[src/rtl/logic_table_sweeper.sv]
// Programmable N-input truth-table unit: 1-cycle registered eval, or a sweep streaming every row.
// Rows stall on out_ready low with idx/value held; table frozen while sweeping.
module logic_table_sweeper #(
  parameter int N = 3
) (
  input  logic           clk,
  input  logic           rst_n,
  input  logic           tbl_we,
  input  logic [2**N-1:0] tbl_in,
  input  logic           eval_req,
  input  logic [N-1:0]   x_in,
  output logic           eval_valid,
  output logic           eval_out,
  input  logic           start,
  output logic           busy,
  output logic           out_valid,
  input  logic           out_ready,
  output logic [N-1:0]   out_idx,
  output logic           out_val,
  output logic           done,
  output logic [N:0]     ones_count
);

  localparam int W = 2**N;

  typedef enum logic [1:0] {IDLE, SWEEP, DONE} state_t;

  state_t         state, state_nxt;
  logic [W-1:0]   tbl;
  logic [N-1:0]   idx;
  logic [N:0]     cnt;
  logic           row_val;
  logic           accept;
  logic           last_row;
  logic [N:0]     cnt_inc;

  assign row_val  = tbl[idx];
  assign accept   = (state == SWEEP) && out_ready;
  assign last_row = (idx == {N{1'b1}});
  assign cnt_inc  = cnt + {{N{1'b0}}, row_val};

  always_comb begin
    state_nxt = state;
    case (state)
      IDLE:    if (start) state_nxt = SWEEP;
      SWEEP:   if (out_ready && last_row) state_nxt = DONE;
      DONE:    state_nxt = IDLE;
      default: state_nxt = IDLE;
    endcase
  end

  always_ff @(posedge clk or negedge rst_n) begin
    if (!rst_n) state <= IDLE;
    else        state <= state_nxt;
  end

  always_ff @(posedge clk or negedge rst_n) begin
    if (!rst_n) begin
      tbl        <= '0;
      idx        <= '0;
      cnt        <= '0;
      ones_count <= '0;
      eval_valid <= 1'b0;
      eval_out   <= 1'b0;
    end else begin
      eval_valid <= eval_req;
      // Reads the pre-write table when a load lands on the same edge.
      if (eval_req) eval_out <= tbl[x_in];
      if (tbl_we && state != SWEEP) tbl <= tbl_in;
      if (state == IDLE && start) begin
        idx <= '0;
        cnt <= '0;
      end else if (accept) begin
        cnt <= cnt_inc;
        if (last_row) ones_count <= cnt_inc;
        else          idx        <= idx + N'(1);
      end
    end
  end

  // Row outputs are decoded from registers only, so no input reaches them combinationally.
  assign busy      = (state == SWEEP);
  assign out_valid = (state == SWEEP);
  assign out_idx   = (state == SWEEP) ? idx : '0;
  assign out_val   = (state == SWEEP) && row_val;
  assign done      = (state == DONE);

endmodule
[config.mk]
export PLATFORM = sky130hd
export DESIGN_NAME = logic_table_sweeper
export DESIGN_NICKNAME = d
export VERILOG_FILES = /design/src/rtl/logic_table_sweeper.sv
export SDC_FILE = /design/constraint.sdc
export NUM_CORES = 1
export LEC_CHECK = 0
export ABC_CLOCK_PERIOD_IN_PS = 5220
export CAP_MARGIN = 0
export CORE_MARGIN = 3
export CORE_UTILIZATION = 37
export DETAILED_ROUTE_END_ITERATION = 12
export PLACE_DENSITY = 0.69
export SLEW_MARGIN = 10
export SYNTH_ARGS = -nofsm -noshare
export SYNTH_HDL_FRONTEND = slang
export SYNTH_SLANG_ARGS = --single-unit
[constraint.sdc]
create_clock -name clk -period 5.22 [get_ports clk]
set_input_delay 0.522 -clock clk [delete_from_list [all_inputs] [get_ports clk]]
set_output_delay 0.522 -clock clk [all_outputs]
set_load 0.005 [all_outputs]
== Word level (Yosys, flattened, before mapping) ==
Cells that the tools add are included.
Word-level totals
  register bits: 23
  word-level logic and storage cells: 42
Operators by class
  $add $sub $neg: 2
  order comparisons: 2
  equal/unequal tests: 7
  muxes and demuxes: 13
  bitwise gates (word level): 1
  reduce and logical (&&, ||, !) cells: 10
Operators by type and width (count)
  $mux 3: 4
  $lt 3x4->1 const B: 2
  $mux 4: 2
  $bmux 1 s3: 2
  $ne 2x1->1 const B: 3
  $logic_and 1x1->1: 5
  $add 4x1->4: 1
  $mux 2: 2
  $pmux 2 s2: 1
  $reduce_and 2->1: 2
  $add 3x1->3 const B: 1
  $eq 3x3->1 const B: 1
  $reduce_and 3->1: 1
  $eq 2x1->1 const B: 1
  $eq 2x2->1 const B: 1
  $logic_not 2->1: 1
  $mux 1: 2
  $ne 2x2->1 const B: 1
  $reduce_bool 2->1: 1
  $not 1->1: 1

== Depth between registers and ports, before layout ==
  word-level depth: 5
  mapped depth: 6
  gate-level depth less buffers: 6

== Least setup slack after synthesis ==
OpenSTA, ideal clock, no wires.
  path kind: register -> register
  from: reg idx[0]
  to: reg ones_count[1]
  arrival time: 1.961 ns
  data required time: 5.092 ns
  path slack: 3.131 ns
  cell stages (with the launch flop): 6
  path buffers: 0
  cell sequence: dfrtp_1 mux4_1 mux2_2 ha_1 ha_1 mux2_1
Between the ends
  cells in the longest elaborated chain, start to end: 3
  elaborated cells on any way between the ends: 5
  those cells by class: add/sub (1); eq/ne (1); mux (2); reduce/logical (1)
Ends and longest elaborated chain
  from (decl): RTL line 30  | logic [N-1:0] idx;
  from (signal assigned): RTL line 76  | else idx <= idx + N'(1);
  $bmux 1 s3: RTL line 37  | assign row_val = tbl[idx];
  $mux 1 (implied by the code): RTL line 37
  $add 4x1->4: RTL line 40  | assign cnt_inc = cnt + {{N{1'b0}}, row_val};
  via cnt_inc[1]: RTL line 35  | logic [N:0] cnt_inc;
  to (signal assigned): RTL line 75  | if (last_row) ones_count <= cnt_inc;
  to (decl): RTL line 21  | output logic [N:0] ones_count
The timed path passes the listed nets, and every way through them passes these cells. The select of a mux whose other input is x is not followed.
A chain may end at the register's enable or synchronous reset.

== Worst setup path after layout ==
  from: reg idx[0]
  to: out out_val
Between the ends
  cells in the longest elaborated chain, start to end: 3
Ends and longest elaborated chain
  $bmux 1 s3: RTL line 37
  $mux 1 (implied by the code): RTL line 37
  $logic_and 1x1->1: RTL line 85  | assign out_val = (state == SWEEP) && row_val;
  to (decl): RTL line 19  | output logic out_val,
Every way passes these cells. The select of a mux whose other input is x is not followed.

==> impl_metrics.tcl <==
set metrics [dict create \
    io_pins 30 \
    required_ps 4700 \
    totalWireLength_microns 2100 \
    die_area_sq_um 3810 \
    cp_max_fo 5 \
    finClkSkew_ps 9.86 \
    first_iter_violations 14 \
    cp-start-kind "flip-flop" \
    rr_worst_depth 5 \
    synthCells 91 \
    rr_endpoint "ones_count[1]" \
    drc_errors 0 \
    cap_violations 0 \
    vias 779 \
    drv_slew 0 \
    setup_viol 0 \
    rows 19 \
    register_area_sq_um 576 \
    status "finished, final reports clean" \
    final_common_cell "clkdlybuf4s50_1" \
    yosysWarnings 0 \
    setup_tns_ps 0 \
    grt_usage_pct 13.0 \
    cts_buffers 3 \
    post_cts_buffers 0 \
    syn_avg_cell_area_sq_um 12.6 \
    ys_top_cells_by_area "dfrtp_1 50%, mux2_1 9.8%, mux2i_1 5.2%" \
    r2r-start "idx[0]" \
    dp_hpwl_microns 1600 \
    finalHoldViolCount 0 \
    leakagePower_uw 0.000653 \
    cp.arrival_ps 2210 \
    min_path_type "flip-flop to flip-flop" \
    synth_flop_cell "dfrtp_1" \
    drive_above_1_share_pct 6.67 \
    crit_type "flip-flop to output pin" \
    grt_overflow 0 \
    cts_repair_resize_count 0 \
    worstSetupEndpoint "out_val" \
    max_slew_margin_pct 31.5 \
    critPathLaunch "idx[0]" \
    die_y_microns 61.7 \
    worst_setup_path_end_kind "output pin" \
    finalNonFillerCells 151 \
    synth.top_cell.area_share_pct 50.2 \
    rsz0062_at_grt "no" \
    max_freq_ghz 0.366 \
    tritoncts "yes" \
    synthArstFlopShare_pct 100 \
    areaGrowthSynthToFinish_pct 28.9 \
    core_area_sq_um 2850 \
    synth_cell_types 27 \
    numPortBuffers 29 \
    clk-insertion-delay-late_ps 320 \
    avgViaCountPerCell 5.16 \
    fin_nets 142 \
    final_cell_mix "29 x clkdlybuf4s50_1, 23 x dfrtp_1, 10 x mux2_1" \
    syn_nets 112 \
    initial_core_util_pct 40.2 \
    wl_per_cell_microns 13.9 \
    syn_area_sq_um 1150 \
    tightest_slew_ps 1020 \
    dr.pass1.iters 4 \
    h-tree-depth 1 \
    synth_seq_cells 23 \
    hold_buffers 0 \
    grt_start_max_net_pins 24 \
    fillers 274 \
    min_period_over_period_pct 52.3 \
    clkTransAtPathRegs_ps 140 \
    grt_pass1_vias 781 \
    grt_first_pass_wirelength_microns 3600 \
    root_buffer "clkbuf_4" \
    clk_path_buf_depth 2 \
    clkSinkCount 23 \
    diodes 0 \
    yosys.area.top_type "dfrtp_1" \
    multiInputGateArea_sq_um 539 \
    synth-seq-area-share_pct 50.2 \
    finalWeightedCongestion 0.757 \
    die_w_microns 61.7 \
    rrSetupSlack_ps 3030 \
    irDropWorstVdd_mv 0.241 \
    antenna_found_initial 0 \
    ant_nets 0 \
    dp_cells 147 \
    fin_crit_ps 2730 \
    powerDensity_nw_per_um2 472 \
    synth_edf_count 0 \
]
layer usage:
layer	GRT usage, %	part of all wire, %
met2	21.1	45
met5	0	0
met1	16.6	47
met3	4.61	7.0
met4	3.33	1.0
through the flow:
step	power, uW	cell area [sq um]	hold slack [ps]	utilization [%]	worst slack (ps)
after detailed placement	623	1450	476	50.9	2840
after global placement	615	1450	470	50.9	2860
final	698	1480	498	51.8	2490
after CTS	710	1480	505	51.8	2460
after global routing	758	1480	523	51.8	2390
after floorplan	489	1150	226	-	3130
worst min path at each step:
stage               depth (start not counted)           from            end  slack [ps]
floorplan                                   0          rst_n         cnt[0]         230
global placement                            2  ones_count[2]  ones_count[2]         470
detailed placement                          2  ones_count[2]  ones_count[2]         480
CTS                                         2  ones_count[2]  ones_count[2]         500
global route                                2  ones_count[3]  ones_count[3]         520
finish                                      2  ones_count[3]  ones_count[3]         500
cell usage after synthesis (2+ instances only):
cell	n
o21ai_0	2
xnor2_1	2
mux2_1	10
nand3b_1	2
a21oi_1	4
buf_4	2
mux4_1	2
ha_1	4
buf_2	2
inv_1	2
nand3_1	4
nand2_1	7
nand2b_1	2
dfrtp_1	23
nor2b_1	2
o21ai_1	3
and2_1	3
mux2i_1	6
logic make-up after synthesis:
group,Yosys count,share of synthesized area (%)
multiplexers,20,22.6
buffers and inverters,6,2.84
AO/OA/AOI/OAI,10,4.58
flip-flops,23,50.2
AND/OR/NAND/NOR,25,13.2
adder cells (fa/ha/maj),4,4.36
XOR/XNOR,3,2.29
worst max-delay path, cell delays in order (launching register included):
cell and delay, ps:
dfrtp_1 460, mux4_1 560, mux2_2 290, and2_4 140, clkdlybuf4s50_1 430
registers in the layout, summed over array words and instances (netlist names):
signal	count
tbl	8
cnt	4
ones_count	4
idx	3
state	2
eval_out	1
eval_valid	1
power breakdown:
part	switching (uW)	internal, uW	leakage (uW)
registers	56.7	246	0.000288
clock network	56.8	28.7	0.0000177
logic	111	198	0.000348
total	225	473	0.000653
cell type report:
cell class | instances | share of cell area, %
clock buffers | 3 | 1.52
clock inverters | 1 | 0.338
inverters | 2 | 0.508
multi-input cells | 62 | 36.5
flip-flops and latches | 23 | 38.9
well taps | 31 | 2.62
repair buffers | 29 | 19.6
(Power assumes the default switching activity.)
